--- config.mk ---
export PLATFORM = sky130hd
export DESIGN_NAME = ex_result_arbiter
export DESIGN_NICKNAME = d
export VERILOG_FILES = /design/src/rtl/ex_arb_pkg.sv /design/src/rtl/rob_age_compare.sv /design/src/rtl/ex_result_arbiter.sv
export SDC_FILE = /design/constraint.sdc
export NUM_CORES = 1
export LEC_CHECK = 0
export CORE_AREA = 3 3 133 135
export CTS_CLUSTER_DIAMETER = 150
export CTS_CLUSTER_SIZE = 25
export DETAILED_ROUTE_END_ITERATION = 8
export DIE_AREA = 0 0 136 138
export HOLD_SLACK_MARGIN = 0.05
export RECOVER_POWER = 25
export SYNTH_ARGS = -nofsm -noshare
export SYNTH_HDL_FRONTEND = slang
export SYNTH_SLANG_ARGS = --single-unit
--- constraint.sdc ---
create_clock -name clk -period 6.4 [get_ports clk]
set_clock_uncertainty 0.05 [all_clocks]
set_input_delay 1.28 -clock clk [delete_from_list [all_inputs] [get_ports clk]]
set_output_delay 1.28 -clock clk [all_outputs]
set_load 0.05 [all_outputs]
--- src/rtl/ex_arb_pkg.sv ---
// Shared types for the Execute-stage result arbiter: the packed result record,
// the requester identity and the ROB age helper.
package ex_arb_pkg;

    localparam int WORD_SIZE = 32;
    localparam int ROB_ID_W  = 7;
    localparam int MAX_WAIT  = 4;
    localparam int PAYLOAD_W = 2 + 3 * WORD_SIZE + 3 + ROB_ID_W;

    typedef struct packed {
        logic [1:0]           instruction_type;
        logic [WORD_SIZE-1:0] pc;
        logic [2:0]           funct3;
        logic [WORD_SIZE-1:0] alu_result;
        logic [WORD_SIZE-1:0] s2;
        logic [ROB_ID_W-1:0]  rob_id;
    } ex_result_t;

    typedef enum logic {
        REQ_ALU = 1'b0,
        REQ_MUL = 1'b1
    } requester_e;

    // Distance from the ROB head; modular subtraction absorbs index wrap-around.
    function automatic logic [ROB_ID_W-1:0] rob_age(input logic [ROB_ID_W-1:0] rob_id,
                                                    input logic [ROB_ID_W-1:0] rob_head);
        return rob_id - rob_head;
    endfunction

endpackage

--- src/rtl/rob_age_compare.sv ---
// Orders two ROB ids by age relative to the ROB head (smaller age = older).
// Purely combinational so other units (e.g. the LSU) can reuse it.
module rob_age_compare #(
    parameter int ROB_ID_W = 7
) (
    input  logic [ROB_ID_W-1:0] i_rob_id_a,
    input  logic [ROB_ID_W-1:0] i_rob_id_b,
    input  logic [ROB_ID_W-1:0] i_rob_head,
    output logic                o_older_is_a,
    output logic                o_equal
);

    logic [ROB_ID_W-1:0] w_age_a;
    logic [ROB_ID_W-1:0] w_age_b;

    assign w_age_a      = i_rob_id_a - i_rob_head;
    assign w_age_b      = i_rob_id_b - i_rob_head;
    assign o_older_is_a = (w_age_a < w_age_b);
    assign o_equal      = (w_age_a == w_age_b);

endmodule

--- src/rtl/ex_result_arbiter.sv ---
// Arbitrates the single E/M pipeline register between the ALU and the MUL/DIV
// unit: oldest-first, round-robin on ties, with a starvation force-grant.
module ex_result_arbiter
    import ex_arb_pkg::*;
#(
    parameter int WORD_SIZE = 32,
    parameter int ROB_ID_W  = 7,
    parameter int MAX_WAIT  = 4,
    parameter int PAYLOAD_W = 2 + 3 * WORD_SIZE + 3 + ROB_ID_W
) (
    input  logic                 clk,
    input  logic                 reset,
    input  logic                 flush,
    input  logic [ROB_ID_W-1:0]  rob_head,
    input  logic                 mem_stall,
    input  logic                 alu_valid,
    input  logic [PAYLOAD_W-1:0] alu_payload,
    input  logic                 mul_valid,
    input  logic [PAYLOAD_W-1:0] mul_payload,
    output logic                 alu_stall,
    output logic                 mul_stall,
    output logic [PAYLOAD_W-1:0] em_payload,
    output logic                 em_valid,
    output logic                 em_stall,
    output logic                 grant_mul
);

    localparam int              CNT_W   = $clog2(MAX_WAIT + 1);
    localparam logic [CNT_W-1:0] CNT_MAX = CNT_W'(MAX_WAIT);

    requester_e  r_last_grant;
    logic [1:0]  w_valid;
    logic [1:0]  w_win;
    logic [1:0]  w_sat;
    logic        w_alu_older;
    logic        w_age_equal;
    logic        w_arbitrate;
    logic        w_grant_any;
    logic        w_grant_mul;

    rob_age_compare #(
        .ROB_ID_W (ROB_ID_W)
    ) u_age_cmp (
        .i_rob_id_a   (alu_payload[ROB_ID_W-1:0]),
        .i_rob_id_b   (mul_payload[ROB_ID_W-1:0]),
        .i_rob_head   (rob_head),
        .o_older_is_a (w_alu_older),
        .o_equal      (w_age_equal)
    );

    // Index 0 = ALU, index 1 = MUL, matching requester_e.
    assign w_valid     = {mul_valid, alu_valid};
    assign w_arbitrate = ~reset & ~flush & ~mem_stall;

    always_comb begin
        w_grant_any = 1'b0;
        w_grant_mul = 1'b0;
        if (w_arbitrate) begin
            if (alu_valid && mul_valid) begin
                w_grant_any = 1'b1;
                if (w_sat[0] && w_sat[1]) begin
                    w_grant_mul = (r_last_grant == REQ_ALU);
                end else if (w_sat[0]) begin
                    w_grant_mul = 1'b0;
                end else if (w_sat[1]) begin
                    w_grant_mul = 1'b1;
                end else if (w_age_equal) begin
                    w_grant_mul = (r_last_grant == REQ_ALU);
                end else begin
                    w_grant_mul = ~w_alu_older;
                end
            end else if (alu_valid) begin
                w_grant_any = 1'b1;
            end else if (mul_valid) begin
                w_grant_any = 1'b1;
                w_grant_mul = 1'b1;
            end
        end
    end

    assign w_win = {w_grant_any & w_grant_mul, w_grant_any & ~w_grant_mul};

    always_comb begin
        alu_stall = 1'b0;
        mul_stall = 1'b0;
        // Flushed units discard their own results, so they are never held.
        if (!reset && !flush) begin
            if (mem_stall) begin
                alu_stall = alu_valid;
                mul_stall = mul_valid;
            end else begin
                alu_stall = alu_valid & ~w_win[0];
                mul_stall = mul_valid & ~w_win[1];
            end
        end
    end

    assign em_payload = w_grant_mul ? mul_payload : alu_payload;
    assign em_valid   = w_grant_any;
    assign em_stall   = mem_stall;
    assign grant_mul  = w_grant_mul;

    always_ff @(posedge clk) begin
        if (reset) begin
            r_last_grant <= REQ_MUL;
        end else if (w_grant_any) begin
            r_last_grant <= w_grant_mul ? REQ_MUL : REQ_ALU;
        end
    end

    genvar gi;
    generate
        for (gi = 0; gi < 2; gi++) begin : g_wait
            logic [CNT_W-1:0] r_wait_cnt;

            always_ff @(posedge clk) begin
                if (reset || flush) begin
                    r_wait_cnt <= '0;
                end else if (!mem_stall) begin
                    if (!w_valid[gi] || w_win[gi]) begin
                        r_wait_cnt <= '0;
                    end else if (r_wait_cnt != CNT_MAX) begin
                        r_wait_cnt <= r_wait_cnt + CNT_W'(1);
                    end
                end
            end

            assign w_sat[gi] = (r_wait_cnt == CNT_MAX);
        end
    endgenerate

endmodule

==> flow_metrics.py, run 1 <==
metrics = {
    "sta": {
        "max_freq_ghz": 0.162,
        "tns_ns": 0,
        "worst_slew_pin_slew_ns": 0.589,
        "period_share": 0.966,
        "hold_ws_ns": 0.444,
        "fin_crit_ns": 6.18,
        "maxSlewViolCount": 0,
        "grt_setup_unrepaired": "false",
        "finalSetupViolations": 0,
        "relSlewSlack": 0.609,
        "report.final.hold_viol_count": 0,
    },
    "power_and_ir_drop": {
        "power_per_cell_area_nw_per_um2": 118,
        "leakagePower_uw": 0.00320,
        "peakVddDrop_v": 0.000125,
        "p_total_uw": 856,
    },
    "setup_path": {
        "reg2reg_to": "r_last_grant",
        "cp_slowest_cell": "clkdlybuf4s50_1",
        "crit_type": "in -> out",
        "crit_top_cell": "a21oi_2",
        "cp_cell_sequence": "clkdlybuf4s50_1, clkbuf_1, fa_2, a21o_1, a21oi_2, o21bai_1, a21oi_2, xnor2_1, ha_1, a21oi_2, o211ai_1, a21o_1, o2111a_4, buf_12, buf_12, buf_4, mux2_4, buf_4",
        "endpoint": "em_payload[80]",
        "critPathRequiredTime_ns": 5.07,
        "crit_start": "mul_payload[1]",
        "worst-path-stages": 18,
        "timing.rr.start": "g_wait[1].r_wait_cnt[0]",
        "startpoint_type": "input pin",
        "slowest_delay_ns": 0.43,
        "crit_buf_inv": 6,
        "crit_path_end_kind": "output pin",
        "critPathTopFamily": "compound AO/OA/AOI/OAI gates",
        "worstPathArrival_ns": 4.85,
        "reg2reg_slack_ns": 4.16,
        "crit_fanout": 8,
        "r2r_cells": 10,
    },
    "synthesis": {
        "syn_avg_cell_area_um2": 10.2,
        "synthCells": 272,
        "synth_edf_count": 0,
        "yosys.area_share.xor_xnor": 0.0285,
        "async_flop_share": 0,
        "synth_top_cell_area_share": 0.434,
        "synth_cell_type_count": 39,
        "yosys-top-cells-area": "mux2_4 43%, mux2_2 11%, ha_1 10%, dfxtp_1 5.1%, buf_6 3.7%",
        "synth-seq-cells": 7,
        "synth_warnings": 0,
        "ys.flop_type": "dfxtp_1",
        "synth_top_family_by_area": "multiplexers",
        "synth_mux_area_frac": 0.551,
        "synth-compound-area-share": 0.0981,
        "synth-simple-area-share": 0.0737,
        "syn_area_um2": 2770,
        "synthAdderAreaFrac": 0.118,
        "yosysTopAreaCell": "mux2_4",
        "synth_nets": 526,
        "ys_seq_area_frac": 0.0506,
    },
    "clock_network": {
        "cts_sinks": 7,
        "clk_pin_slew_worst_paths_ns": 0.04,
        "cts_tree": "yes",
        "clock_latency_ns": 0.23,
        "holdBufCountCts": 0,
        "htreeDepth": 1,
        "cts-root-buf": "clkbuf_16",
        "cts_buffers": 3,
        "ctsLongestPathBuffers": 2,
    },
    "final_layout": {
        "finalNetCount": 904,
        "mostFrequentLayoutCells": "223 x clkdlybuf4s50_1, 80 x mux2_4, 47 x buf_4",
        "layout_commonest_cell": "clkdlybuf4s50_1",
        "areaGrowthSynthToFinish_pct": 162,
        "drive_gt1_frac": 0.435,
        "fin_cells": 872,
        "final_core_util": 0.438,
    },
    "floorplan": {
        "dieArea_um2": 18800,
        "coreArea_um2": 16600,
        "ioPinCount": 342,
        "die_h_um": 138,
        "die_w_um": 136,
        "start_util": 0.167,
        "rows": 47,
    },
    "grt": {
        "track_usage": 0.161,
        "grt_max_degree": 17,
        "grt_pass1_vias": 3781,
        "grtUsageMet1": 0.183,
        "grt-ovfl-total": 0,
        "met3_usage": 0.0247,
        "grt_pass1_wl_um": 23400,
        "gr-usage-met2": 0.310,
        "grt_busiest_layer": "met2",
        "antenna_found_initial": 3,
    },
    "routing": {
        "viasPerCell": 4.15,
        "dr.first_iter.drc_count": 105,
        "drt_wl_total_um": 17000,
        "post_drt_wl_per_cell_um": 19.5,
        "ant_nets": 0,
        "remaining_drc_errors": 0,
        "first_pass_iters": 4,
        "vias": 3618,
    },
    "placed_design": {
        "port_buffers": 341,
        "place_inst": 854,
        "dp_hpwl_um": 15100,
        "gp_congestion": 0.859,
    },
    "flow_run": {
        "cap_violations": 0,
    },
    "run_status": {
        "status": "finished, final reports clean",
    },
    "worst_hold_path": {
        "hp-class": "reg -> reg",
    },
}
==> registers in the layout, summed over array words and instances, names as in the netlist <==
signal	count
r_last_grant	1
g_wait.r_wait_cnt	6
==> cell type report <==
type	count	area (um2)
sequential	7	140
tap	220	275
multi-input combinational	226	2490
fill	1584	9320
timing repair buffer	387	4180
inverter	25	93.8
antenna	3	7.51
clock buffer	4	78.8
==> cells by family (layout without fill, tap and decap cells) <==
kind of cell,after synthesis,in the layout
multiplexers,109,109
AO/OA/AOI/OAI,42,42
AND/OR/NAND/NOR,41,41
buffers and inverters,39,416
adder cells (fa/ha/maj),25,25
XOR/XNOR,9,9
flip-flops,7,7
other,0,3
==> power breakdown <==
group	leakage, uW	total [uW]	switching, uW	internal (uW)
combinational	0.00311	703	335	367
clock	0.0000382	107	24.4	82.9
sequential	0.0000566	45.5	0.881	44.6
total	0.00320	856	361	495
==> worst reg2reg max path, delay by kind of cell (launching register included) <==
kind | cells | cell delay, ns
buffers and inverters | 4 | 0.47
AO/OA/AOI/OAI | 4 | 0.90
flip-flops | 1 | 0.34
adder cells (fa/ha/maj) | 1 | 0.22
AND/OR/NAND/NOR | 1 | 0.14
==> how the worst min path moves through the flow <==
stage	end	cells past startpoint	startpoint	slack, ns
2_1_floorplan	g_wait[0].r_wait_cnt[1]	2	g_wait[0].r_wait_cnt[1]	0.40
3_3_place_gp	g_wait[0].r_wait_cnt[1]	2	g_wait[0].r_wait_cnt[1]	0.42
3_5_place_dp	g_wait[0].r_wait_cnt[1]	2	g_wait[0].r_wait_cnt[1]	0.44
4_1_cts	g_wait[0].r_wait_cnt[1]	2	g_wait[0].r_wait_cnt[1]	0.45
5_1_grt	g_wait[0].r_wait_cnt[1]	2	g_wait[0].r_wait_cnt[1]	0.47
6_report	g_wait[0].r_wait_cnt[1]	2	g_wait[0].r_wait_cnt[1]	0.44
==> cell usage after synthesis (all sizes together) (2+ instances only) <==
cell type	n
a211o	2
a211oi	2
a21o	4
a21oi	16
a31oi	2
buf	13
dfxtp	7
fa	2
ha	23
inv	25
mux2	107
mux2i	2
nand2	11
nand3	2
nand4	6
nor2	11
nor2b	2
nor3	2
o21ai	5
o21bai	3
o41ai	2
or2	2
xnor2	7
xor2	2
==> timing repair <==
action / in CTS / in global routing
endpoints found under the hold margin: 0 / 0
pin swaps: 2 / 21
gates resized for setup: 6 / 71
setup buffers: 0 / 10
cloned: 0 / 1
setup endpoints to repair: 101 / 109
==> metal layers <==
layer  share of wire  vias to the layer above
li1                -                     1749
met1            0.37                     1684
met2            0.55                      171
met3           0.068                       14
met4          0.0071                        0
met5               0                        -
==> metrics by stage <==
stage                     area (um2)  setup slack (ns)
after floorplan                 2770             0.168
after global placement          6910         -0.000823
after detailed placement        6910           -0.0910
after CTS                       7000           0.00722
after global routing            7260            0.0200
final                           7260             0.218
(Power assumes the default switching activity.)
==> run 2: changes to the inputs <==
ABC_CLOCK_PERIOD_IN_PS = 6400   (was default)
CORE_AREA = 2 2 132 134   (was 3 3 133 135)
DIE_AREA = 0 0 134 136   (was 0 0 136 138)
MAX_ROUTING_LAYER = met4   (was default)
==> run 2 against run 1 <==
Compared with the run above: sequential share of layout area up 0.051 points; count of clock-buffer cells in the layout unchanged; worst setup slack worse by 0.035 ns; combinational power down 2%; sequential power about the same; non-clock buffer count down 6; maximum frequency down 0.57%; die area down 2.9%; total power down 1.7%; critical endpoint is now em_payload[89]; largest cell class unchanged; largest power group unchanged.
==> flow_metrics.py, run 2 (synthesis results as in run 1) <==
metrics = {
    "run_status": {
        "status": "finished, final reports clean",
    },
    "grt": {
        "track_usage": 0.156,
        "grt_pass1_vias": 3668,
        "grt_pass1_wl_um": 21400,
        "grt-ovfl-total": 0,
        "antenna_found_initial": 5,
        "grt_max_degree": 19,
    },
    "routing": {
        "remaining_drc_errors": 0,
        "ant_nets": 0,
        "viasPerCell": 4.08,
        "post_drt_wl_per_cell_um": 17.5,
        "drt_wl_total_um": 15300,
        "vias": 3564,
        "dr.first_iter.drc_count": 71,
        "first_pass_iters": 5,
    },
    "sta": {
        "maxSlewViolCount": 0,
        "report.final.hold_viol_count": 0,
        "period_share": 0.972,
        "relSlewSlack": 0.659,
        "finalWorstSetupSlack_ns": 0.182,
        "hold_ws_ns": 0.462,
        "max_freq_ghz": 0.161,
        "finalSetupViolations": 0,
        "worst_slew_pin_slew_ns": 0.509,
        "fin_crit_ns": 6.22,
    },
    "floorplan": {
        "coreArea_um2": 16900,
        "dieArea_um2": 18200,
        "start_util": 0.164,
        "die_w_um": 134,
        "ioPinCount": 342,
        "rows": 48,
        "die_h_um": 136,
    },
    "worst_hold_path": {
        "hp-class": "reg -> reg",
        "hold_depth": 2,
        "hp-start": "g_wait[0].r_wait_cnt[1]",
        "worstHoldEndpoint": "g_wait[0].r_wait_cnt[1]",
    },
    "clock_network": {
        "cts_tree": "yes",
        "clk_pin_slew_worst_paths_ns": 0.03,
        "clock_latency_ns": 0.23,
        "ctsLongestPathBuffers": 2,
        "cts_sinks": 7,
        "cts-root-buf": "clkbuf_16",
        "htreeDepth": 1,
        "cts_buffers": 3,
        "holdBufCountCts": 0,
    },
    "final_layout": {
        "largest_register": "g_wait.r_wait_cnt",
        "finalNetCount": 898,
        "largest_reg_flops": 6,
        "areaGrowthSynthToFinish_pct": 155,
        "nFillCells": 1609,
        "layout_commonest_cell": "clkdlybuf4s50_1",
        "top_regs": "g_wait.r_wait_cnt: 6 flops, r_last_grant: 1 flops",
        "drive_gt1_frac": 0.426,
        "mostFrequentLayoutCells": "227 x clkdlybuf4s50_1, 80 x mux2_4, 70 x buf_4",
        "stdcell_area_um2": 7070,
    },
    "placed_design": {
        "port_buffers": 341,
        "post-place-ws_ns": -0.0556,
        "gp_congestion": 0.881,
        "dp_hpwl_um": 13900,
        "placed_area_um2": 6820,
    },
    "setup_path": {
        "reg2reg_to": "r_last_grant",
        "crit_path_end_kind": "output pin",
        "timing.rr.start": "g_wait[1].r_wait_cnt[0]",
        "r2r_cells": 9,
        "critPathRequiredTime_ns": 5.07,
        "crit_fanout": 18,
        "reg2reg_slack_ns": 4.21,
        "crit_type": "in -> out",
        "worstPathArrival_ns": 4.89,
        "startpoint_type": "input pin",
    },
    "power_and_ir_drop": {
        "p_total_uw": 841,
        "peakVddDrop_v": 0.000127,
        "power_per_cell_area_nw_per_um2": 119,
        "leakagePower_uw": 0.00310,
    },
    "flow_run": {
        "cap_violations": 0,
    },
}
## run 2: worst max-delay path: stages
cell,delay (ns)
clkdlybuf4s50_1,0.48
inv_2,0.05
buf_4,0.15
fa_2,0.38
a21o_1,0.18
a21oi_2,0.16
o21bai_1,0.10
a21oi_2,0.14
xnor2_1,0.13
ha_1,0.28
a21oi_1,0.13
o211ai_1,0.11
a21o_1,0.19
o2111a_4,0.31
buf_12,0.16
buf_16,0.17
mux2_4,0.32
buf_12,0.15
## run 2: area by class of cell
class	instances	area [um2]	area share
Multi-Input combinational cell	226	2480	0.350
Antenna cell	5	12.5	0.00177
Inverter	25	93.8	0.0133
Sequential cell	7	140	0.0198
Tap cell	225	282	0.0398
Timing Repair Buffer	381	3990	0.564
Clock buffer	4	78.8	0.0111
## run 2: worst max path at each step
| stage | startpoint | to | slack [ns] | cells past startpoint |
|---|---|---|---|---|
| after floorplan | rob_head[1] | em_payload[0] | 0.17 | 14 |
| after global placement | rob_head[0] | em_payload[29] | -0.02 | 18 |
| after detailed placement | rob_head[1] | em_payload[29] | -0.06 | 17 |
| after CTS | rob_head[1] | em_payload[66] | 0.0002 | 17 |
| after global routing | mul_payload[0] | em_payload[89] | -0.003 | 19 |
| final | rob_head[1] | em_payload[89] | 0.18 | 18 |
## run 2: timing repair
| action | in CTS | in global routing |
|---|---|---|
| gates resized for setup | 5 | 46 |
| setup endpoints to repair | 85 | 109 |
| pin swaps | 1 | 10 |
| buffers inserted | 0 | 10 |
## run 2: where the power goes
group | switching (uW) | total (uW) | internal, uW
Combinational | 331 | 689 | 358
Clock | 23.3 | 106 | 82.8
Sequential | 0.903 | 45.6 | 44.7
## run 2: per-layer routing
metal,routed length (um),track usage
met2,8230,0.292
met1,5560,0.168
met5,0,-
met3,1380,0.0462
met4,121,0.0160
## run 2: per-stage QoR
step,cells,util,TNS (ns)
floorplan,272,-,0
global placement,854,0.404,-0.0953
detailed placement,854,0.404,-1.15
CTS,858,0.409,0
global route,873,0.419,-0.00259
finish,873,0.419,0
==> run 3: changes to the inputs <==
SKIP_CTS_REPAIR_TIMING = 1   (was default)
==> run 3 against run 2 <==
Compared with the run above: maximum frequency barely moved; count of clock-buffer cells in the layout stayed put; highest routed layer unchanged; worst setup slack lost 0.0026 ns; cell area rose by 0.60%; largest power group unchanged; via count rose by 0.14%; global-route usage is essentially flat.
==> flow_metrics.py, run 3 (synthesis results as in run 1) <==
metrics = {
    "run_status": {
        "status": "finished, final reports clean",
    },
    "setup_path": {
        "crit_path_end_kind": "output pin",
        "critPathRequiredTime_ns": 5.07,
        "r2r_cells": 9,
        "crit_type": "in -> out",
        "timing.rr.start": "g_wait[1].r_wait_cnt[0]",
        "crit_start": "rob_head[1]",
        "crit_fanout": 18,
        "worstPathArrival_ns": 4.89,
        "reg2reg_slack_ns": 4.21,
        "startpoint_type": "input pin",
        "reg2reg_to": "r_last_grant",
    },
    "power_and_ir_drop": {
        "peakVddDrop_v": 0.000133,
        "p_total_uw": 849,
        "leakagePower_uw": 0.00311,
        "power_per_cell_area_nw_per_um2": 119,
    },
    "final_layout": {
        "layout_commonest_cell": "clkdlybuf4s50_1",
        "register_area_um2": 140,
        "largest_register": "g_wait.r_wait_cnt",
        "largest_reg_flops": 6,
        "areaGrowthSynthToFinish_pct": 157,
        "nFillCells": 1607,
        "finalNetCount": 898,
        "multi_input_area_um2": 2490,
        "top_regs": "g_wait.r_wait_cnt: 6 flops, r_last_grant: 1 flops",
        "mostFrequentLayoutCells": "228 x clkdlybuf4s50_1, 80 x mux2_4, 71 x buf_4",
        "drive_gt1_frac": 0.429,
    },
    "floorplan": {
        "start_util": 0.164,
        "ioPinCount": 342,
        "rows": 48,
        "die_w_um": 134,
        "coreArea_um2": 16900,
        "dieArea_um2": 18200,
        "die_h_um": 136,
    },
    "grt": {
        "track_usage": 0.156,
        "gr-usage-met2": 0.292,
        "grt_busiest_layer": "met2",
        "grtUsageMet1": 0.167,
        "grt_pass1_vias": 3667,
        "grt-ovfl-total": 0,
        "grt_pass1_wl_um": 21400,
        "antenna_found_initial": 5,
        "grt_max_degree": 19,
        "met3_usage": 0.0474,
    },
    "placed_design": {
        "dp_hpwl_um": 13900,
        "port_buffers": 341,
        "gp_congestion": 0.881,
    },
    "routing": {
        "drt_wl_total_um": 15300,
        "post_drt_wl_per_cell_um": 17.5,
        "vias": 3569,
        "viasPerCell": 4.09,
        "ant_nets": 0,
        "dr.first_iter.drc_count": 65,
        "remaining_drc_errors": 0,
        "first_pass_iters": 5,
    },
    "worst_hold_path": {
        "hp-start": "g_wait[0].r_wait_cnt[1]",
        "worstHoldEndpoint": "g_wait[0].r_wait_cnt[1]",
        "hold_depth": 2,
        "hp-class": "reg -> reg",
    },
    "sta": {
        "tns_ns": 0,
        "worst_slew_pin_slew_ns": 0.509,
        "finalSetupViolations": 0,
        "max_freq_ghz": 0.161,
        "report.final.hold_viol_count": 0,
        "period_share": 0.972,
        "fin_crit_ns": 6.22,
        "hold_ws_ns": 0.466,
        "maxSlewViolCount": 0,
        "relSlewSlack": 0.659,
    },
    "clock_network": {
        "cts_buffers": 3,
        "clock_latency_ns": 0.23,
        "clk_pin_slew_worst_paths_ns": 0.04,
        "cts_tree": "yes",
        "cts_sinks": 7,
        "cts-root-buf": "clkbuf_16",
        "htreeDepth": 1,
        "ctsLongestPathBuffers": 2,
    },
    "flow_run": {
        "cap_violations": 0,
    },
}
run 3: cell count changes in the layout (fill, tap and decap cells not counted), sizes merged:
cell / delta
buf: +2
dlygate4sd3: -1
clkbuf: -2
clkdlybuf4s50: +1
run 3: final cells by class:
class,count,share of cell area
tap,225,0.0396
clock buffer,4,0.0111
sequential,7,0.0197
multi-input combinational,226,0.350
timing repair buffer,381,0.565
inverter,25,0.0132
antenna,5,0.00176
run 3: worst max-delay path, stage by stage:
cell and delay, ns:
clkdlybuf4s50_1 0.48, inv_2 0.05, buf_4 0.15, fa_2 0.38, a21o_1 0.18, a21oi_2 0.16, o21bai_1 0.10, a21oi_2 0.14
xnor2_1 0.13, ha_1 0.28, a21oi_1 0.13, o211ai_1 0.11, a21o_1 0.19, o2111a_4 0.31, buf_12 0.16, buf_16 0.17
mux2_4 0.32, buf_12 0.15
run 3: report_power, final:
group          switching (uW)  internal (uW)
logic                     333            364
clock network            23.3           82.9
registers               0.908           44.6
total                     357            492
run 3: worst max path at each step:
stage	slack [ns]	endpoint
2_1_floorplan	0.17	em_payload[0]
3_3_place_gp	-0.02	em_payload[29]
3_5_place_dp	-0.06	em_payload[29]
4_1_cts	-0.07	em_payload[29]
5_1_grt	-0.002	em_payload[89]
6_report	0.18	em_payload[89]
run 3: layer usage:
metal | wire (um) | share of wire
met5 | 0 | 0
met4 | 178 | 0.012
met2 | 8140 | 0.53
met3 | 1440 | 0.094
met1 | 5530 | 0.36
run 3: stage by stage:
stage | worst slack [ns] | cell area (um2) | utilization | std cells
after floorplan | 0.168 | 2770 | - | 272
after global placement | -0.0249 | 6820 | 0.404 | 854
after detailed placement | -0.0556 | 6820 | 0.404 | 854
after CTS | -0.0691 | 6900 | 0.409 | 858
after global routing | -0.00205 | 7120 | 0.422 | 873
final | 0.180 | 7120 | 0.422 | 873
